==> src/rtl/fetch_pkg.sv <==
// rtl/fetch_pkg.sv - shared types and constants for the instruction fetch stage
package fetch_pkg;

  localparam int OPCODE_W = 4;
  localparam logic [OPCODE_W-1:0] DEF_HALT_OP = 4'hF;
  localparam int DEF_ADDR_W = 32;
  localparam int DEF_INST_W = 32;

  typedef enum logic {
    RUN    = 1'b0,
    HALTED = 1'b1
  } fetch_state_e;

  // Default queue entry; fetch_stage builds a width-matched copy for its own parameters.
  typedef struct packed {
    logic [DEF_ADDR_W-1:0] pc;
    logic [DEF_INST_W-1:0] inst;
  } fetch_entry_t;

endpackage

==> src/rtl/fetch_queue.sv <==
// rtl/fetch_queue.sv - circular FIFO of fetched {pc, inst} entries with flush
module fetch_queue
  import fetch_pkg::*;
#(
  parameter int DEPTH = 4,
  parameter int CNT_W = $clog2(DEPTH) + 1,
  parameter type entry_t = fetch_entry_t
) (
  input  logic             clk,
  input  logic             rst,
  input  logic             flush,
  input  logic             push,
  input  entry_t           push_entry,
  input  logic             pop,
  output entry_t           head,
  output logic [CNT_W-1:0] count
);

  localparam int PTR_W = CNT_W - 1;

  entry_t           mem [DEPTH];
  logic [PTR_W-1:0] rd_ptr;
  logic [PTR_W-1:0] wr_ptr;
  logic             do_push;
  logic             do_pop;

  // Flush overrides both push and pop; pop of an empty queue is ignored.
  assign do_push = push && !flush;
  assign do_pop  = pop && !flush && (count != '0);
  assign head    = mem[rd_ptr];

  always_ff @(posedge clk or posedge rst) begin
    if (rst) begin
      rd_ptr <= '0;
      wr_ptr <= '0;
      count  <= '0;
      for (int i = 0; i < DEPTH; i++) begin
        mem[i] <= '0;
      end
    end else if (flush) begin
      rd_ptr <= '0;
      wr_ptr <= '0;
      count  <= '0;
    end else begin
      if (do_push) begin
        mem[wr_ptr] <= push_entry;
        wr_ptr      <= wr_ptr + PTR_W'(1);
      end
      if (do_pop) begin
        rd_ptr <= rd_ptr + PTR_W'(1);
      end
      case ({do_push, do_pop})
        2'b10:   count <= count + CNT_W'(1);
        2'b01:   count <= count - CNT_W'(1);
        default: count <= count;
      endcase
    end
  end

endmodule

==> src/rtl/fetch_stage.sv <==
// rtl/fetch_stage.sv - sequenced instruction fetch with redirect, halt and decode handshake
// Optional FETCH_PERF_EN adds the Perf_fetched / Perf_stall counters.
module fetch_stage
  import fetch_pkg::*;
#(
  parameter int                    ADDR_W   = 32,
  parameter int                    INST_W   = 32,
  parameter int                    DEPTH    = 4,
  parameter logic [ADDR_W-1:0]     RESET_PC = '0,
  parameter logic [OPCODE_W-1:0]   HALT_OP  = DEF_HALT_OP
) (
  input  logic                Clk,
  input  logic                Rst,
  input  logic                Redirect,
  input  logic [ADDR_W-1:0]   Redirect_pc,
  output logic                Imem_req,
  output logic [ADDR_W-1:0]   Imem_addr,
  input  logic [INST_W-1:0]   Imem_data,
  output logic                Inst_valid,
  input  logic                Inst_ready,
  output logic [INST_W-1:0]   Inst,
  output logic [ADDR_W-1:0]   Inst_pc,
  output logic [OPCODE_W-1:0] Opcode
`ifdef FETCH_PERF_EN
  ,
  output logic [31:0]         Perf_fetched,
  output logic [31:0]         Perf_stall
`endif
);

  localparam int CNT_W = $clog2(DEPTH) + 1;
  localparam logic [CNT_W:0] DEPTH_C = (CNT_W + 1)'(DEPTH);

  typedef struct packed {
    logic [ADDR_W-1:0] pc;
    logic [INST_W-1:0] inst;
  } entry_t;

  fetch_state_e      state;
  fetch_state_e      state_nx;
  logic [ADDR_W-1:0] fetch_pc;
  logic [ADDR_W-1:0] inflight_pc;
  logic              inflight;
  logic              issue;
  logic              cap_ok;
  logic              halt_push;
  logic [CNT_W-1:0]  count;
  logic [CNT_W:0]    occ_total;
  entry_t            head;
  entry_t            push_entry;

  // Capacity counts the in-flight slot so a returning word always has room.
  assign occ_total  = {1'b0, count} + {{CNT_W{1'b0}}, inflight};
  assign cap_ok     = occ_total < DEPTH_C;
  assign halt_push  = inflight && (Imem_data[INST_W-1 -: OPCODE_W] == HALT_OP);
  assign push_entry = '{pc: inflight_pc, inst: Imem_data};

  always_comb begin
    state_nx = state;
    issue    = 1'b0;
    if (Redirect) begin
      state_nx = RUN;
    end else begin
      if (halt_push) begin
        state_nx = HALTED;
      end
      issue = !Rst && (state == RUN) && !halt_push && cap_ok;
    end
  end

  assign Imem_req  = issue;
  assign Imem_addr = fetch_pc;

  always_ff @(posedge Clk or posedge Rst) begin
    if (Rst) begin
      state       <= RUN;
      fetch_pc    <= RESET_PC;
      inflight_pc <= '0;
      inflight    <= 1'b0;
    end else begin
      state    <= state_nx;
      inflight <= issue;
      if (Redirect) begin
        fetch_pc <= Redirect_pc;
      end else if (issue) begin
        fetch_pc    <= fetch_pc + ADDR_W'(1);
        inflight_pc <= fetch_pc;
      end
    end
  end

  fetch_queue #(
    .DEPTH   (DEPTH),
    .CNT_W   (CNT_W),
    .entry_t (entry_t)
  ) u_queue (
    .clk        (Clk),
    .rst        (Rst),
    .flush      (Redirect),
    .push       (inflight),
    .push_entry (push_entry),
    .pop        (Inst_ready),
    .head       (head),
    .count      (count)
  );

  assign Inst_valid = (count != '0);
  assign Inst       = Inst_valid ? head.inst : '0;
  assign Inst_pc    = Inst_valid ? head.pc : '0;
  assign Opcode     = Inst[INST_W-1 -: OPCODE_W];

`ifdef FETCH_PERF_EN
  always_ff @(posedge Clk or posedge Rst) begin
    if (Rst) begin
      Perf_fetched <= '0;
      Perf_stall   <= '0;
    end else begin
      if (Inst_valid && Inst_ready && !Redirect) begin
        Perf_fetched <= Perf_fetched + 32'd1;
      end
      if ((state == RUN) && !Redirect && !cap_ok) begin
        Perf_stall <= Perf_stall + 32'd1;
      end
    end
  end
`endif

endmodule
==> config.mk <==
export PLATFORM = sky130hd
export DESIGN_NAME = fetch_stage
export DESIGN_NICKNAME = d
export VERILOG_FILES = /design/src/rtl/fetch_pkg.sv /design/src/rtl/fetch_queue.sv /design/src/rtl/fetch_stage.sv
export SDC_FILE = /design/constraint.sdc
export NUM_CORES = 1
export LEC_CHECK = 0
export BUFFER_PORTS_ARGS = -buffer_cell sky130_fd_sc_hd__buf_2
export CAP_MARGIN = 30
export CORE_ASPECT_RATIO = 1.5
export CORE_MARGIN = 1.5
export CORE_UTILIZATION = 25
export DETAILED_ROUTE_END_ITERATION = 6
export GPL_TIMING_DRIVEN = 0
export HOLD_SLACK_MARGIN = 0.03
export PLACE_DENSITY = 0.4
export SLEW_MARGIN = 20
export SYNTH_ARGS = -nofsm -noshare
export SYNTH_HDL_FRONTEND = slang
export SYNTH_SLANG_ARGS = --single-unit
export TNS_END_PERCENT = 20
==> constraint.sdc <==
create_clock -name Clk -period 16.8 [get_ports Clk]
set_input_delay 4.2 -clock Clk [delete_from_list [all_inputs] [get_ports Clk]]
set_output_delay 4.2 -clock Clk [all_outputs]
set_load 0.01 [all_outputs]
==> results.py <==
metrics = {
    "timing": {
        "max_freq_ghz": 0.0919,
        "setup_viol": 0,
        "fin_hold_ws_ps": 498,
        "hold_viol": 0,
        "post-route-min-period_ps": 10880,
        "fin_tns_setup_ps": 0,
        "slew_violations": 0,
        "layout_setup_ws_ps": 5920,
        "tightestPinTransition_ps": 902,
        "period_share_pct": 64.8,
        "rsz0062_at_grt": "no",
        "skew_ps": 26.1,
        "slew_headroom_pct": 39.8,
    },
    "synth": {
        "synth_edf_count": 0,
        "yosysUniqueCellTypes": 52,
        "synth_area_leaders": "dfrtp_1 54%, mux2_2 21%, mux4_2 9.5%",
        "synth.avg_cell_area_sq_um": 14.5,
        "synthArstFlopShare_pct": 100,
        "synthFlopType": "dfrtp_1",
        "synth_nets": 1114,
        "yosysTopAreaCell": "dfrtp_1",
        "syn_inst": 1040,
        "syn_area_sq_um": 15100,
        "yosysTopAreaCellShare_pct": 54.5,
        "ys_seq_elements": 329,
        "seq_area_frac_synth_pct": 54.5,
        "yosysWarnings": 0,
    },
    "status": {
        "status": "complete, no violations",
    },
    "placed_design": {
        "io_buffer_count": 169,
        "place_ws_ps": 5820,
        "dpl-instance-area_sq_um": 17000,
        "placed_cells": 1997,
        "gp_congestion": 0.722,
        "dp_hpwl_mm": 31.2,
    },
    "layout": {
        "area_growth_pct": 21.5,
        "nets": 1329,
        "design_area_sq_um": 18400,
        "insertedDiodeCount": 0,
        "stdcell_count": 2070,
        "seq_area_sq_um": 8230,
        "utilization_pct": 30.7,
        "multi_input_area_sq_um": 6530,
        "layout-drive-gt1-share_pct": 48.9,
        "n_fill_cell": 6085,
    },
    "job": {
        "maxCapViolations": 0,
    },
    "clock_network": {
        "htree_levels": 2,
        "cts.repair.resized": 0,
        "numClockSinks": 329,
        "cts_buffers": 40,
        "cts_setup_buffers": 0,
        "clk_latency_ps": 570,
        "root_buffer": "clkbuf_16",
        "clk_pin_slew_ps": 60,
        "tritoncts": "done",
        "cts_buffer_depth": 3,
        "cts_hold_buf": 0,
    },
    "route": {
        "vias": 9369,
        "drt_drc_violations_left": 0,
        "ant_nets": 0,
        "drt_pre_antenna_iters": 4,
        "wire_per_inst_microns": 21.3,
        "viasPerCell": 4.53,
        "drt-initial-drc-count": 288,
        "routed_wl_mm": 44.0,
    },
    "die": {
        "row_count": 110,
        "die_h_microns": 304,
        "core-area_sq_um": 59900,
        "die_w_microns": 204,
        "pin_count": 170,
        "die_area_sq_um": 61900,
        "initial_core_util_pct": 25.2,
    },
    "setup_path": {
        "worstSetupPathType": "in -> out",
        "end_kind": "output pin",
        "critPathArrivalTime_ps": 6680,
        "crit_path_start": "Imem_data[30]",
        "crit_path_start_kind": "input port",
        "r2r-start": "inflight",
        "worstPathRequired_ps": 12600,
        "worstPathMaxFanout": 11,
    },
    "global_routing": {
        "overflow": 0,
        "antenna_found_initial": 1,
        "grt_pass1_vias": 10200,
        "grt_max_degree": 97,
        "grt_usage_pct": 14.5,
        "grt_pass1_wl_mm": 67.0,
    },
    "min_path": {
        "hp-start": "u_queue.mem[156]",
        "hp-class": "reg -> reg",
    },
    "power_and_ir_drop": {
        "power_mw": 3.02,
        "ir_drop_mv": 0.0629,
        "p_leak_nw": 8.36,
        "p_per_area_nw_per_um2": 164,
    },
}
## report_power, final
group,internal (mW),switching [mW]
combinational,0.507,0.438
clock,0.518,0.362
sequential,1.03,0.158
total,2.06,0.957
## sequential cells by signal, indices dropped and copies added, names as in the netlist
register / flops
Imem_addr: 32
inflight: 1
inflight_pc: 32
state: 1
u_queue.count: 3
u_queue.mem: 256
u_queue.rd_ptr: 2
u_queue.wr_ptr: 2
## metal layers
layer	up-vias	global-route usage, %	routed length [microns]
met3	60	2.38	1610
li1	4225	-	-
met4	2	4.32	1040
met5	-	0	9
met2	188	25.9	23000
met1	4894	17.8	18400
## worst paths after layout
| check | endpoint | slack [ps] | cells after the start |
|---|---|---|---|
| setup / recovery | Imem_req | 5920 | 7 |
| hold / removal | u_queue.mem[156] | 500 | 1 |
| setup reg to reg | inflight_pc[6] | 13920 | 6 |
| hold reg to reg | u_queue.mem[156] | 500 | 1 |
| max in group asynchronous | u_queue.mem[202] | 11810 | 4 |
| min in group asynchronous | Imem_addr[14] | 3770 | 2 |
## worst max-delay path: stages
cell and delay (ps):
buf_2 130, and3_1 240, a31oi_1 490, nand2_1 310, nor2_1 660, buf_2 430, buf_2 200
## cell type report
| class | count | share of cell area, % |
|---|---|---|
| buffer | 68 | 1.70 |
| clock buffer | 60 | 6.41 |
| clock inverter | 13 | 0.811 |
| inverter | 8 | 0.204 |
| multi-input combinational | 635 | 35.6 |
| sequential | 329 | 44.8 |
| tap | 784 | 5.34 |
| timing repair buffer | 173 | 5.12 |
## logic make-up (layout without fill, tap and decap cells)
kind of cell | count (synthesis) | count (layout) | share of synthesized area (%)
xor gates and xnor gates | 25 | 25 | 1.45
and+or+nand+nor | 205 | 205 | 8.14
DFF | 329 | 329 | 54.5
AOI/OAI and AO/OA | 42 | 42 | 1.76
muxes | 357 | 357 | 31.3
adders and majority gates | 6 | 6 | 0.547
buffers and inverters | 76 | 322 | 2.27
## cells in the mapped netlist, types with 2 or more instances
cell        n
xor2_1     12
mux4_2     64
xnor2_1    13
buf_4       6
or4_1       5
and2_1     68
buf_2      10
o211ai_1    6
mux2_2    288
o31ai_1     3
or2_2       3
nor3_1      8
clkbuf_1   45
o21ai_0    16
o21ai_1     4
a31oi_1     5
buf_6       3
nand4_1    12
nor2_1     17
and4_1      2
o31a_1      2
nand2_1    47
and3_1      4
nand2b_1    2
dfrtp_1   329
nor4_1      5
inv_1       8
mux2i_1     5
or4_4       3
nand4_2     2
buf_1       4
nand4_4     2
nor4_2      3
ha_1        5
nand3_1    12
## placed cells by master, fill, tap and decap left out, types with 13 or more instances in the layout
cell type | netlist | layout
o21ai_0 | 16 | 16
xnor2_1 | 13 | 13
clkbuf_1 | 45 | 55
buf_2 | 10 | 179
clkbuf_16 | 0 | 40
nor2_1 | 17 | 17
mux4_2 | 64 | 64
nand2_1 | 47 | 47
dfrtp_1 | 329 | 329
and2_1 | 68 | 68
mux2_2 | 288 | 288
No activity file was read; power rests on OpenSTA's default activity.
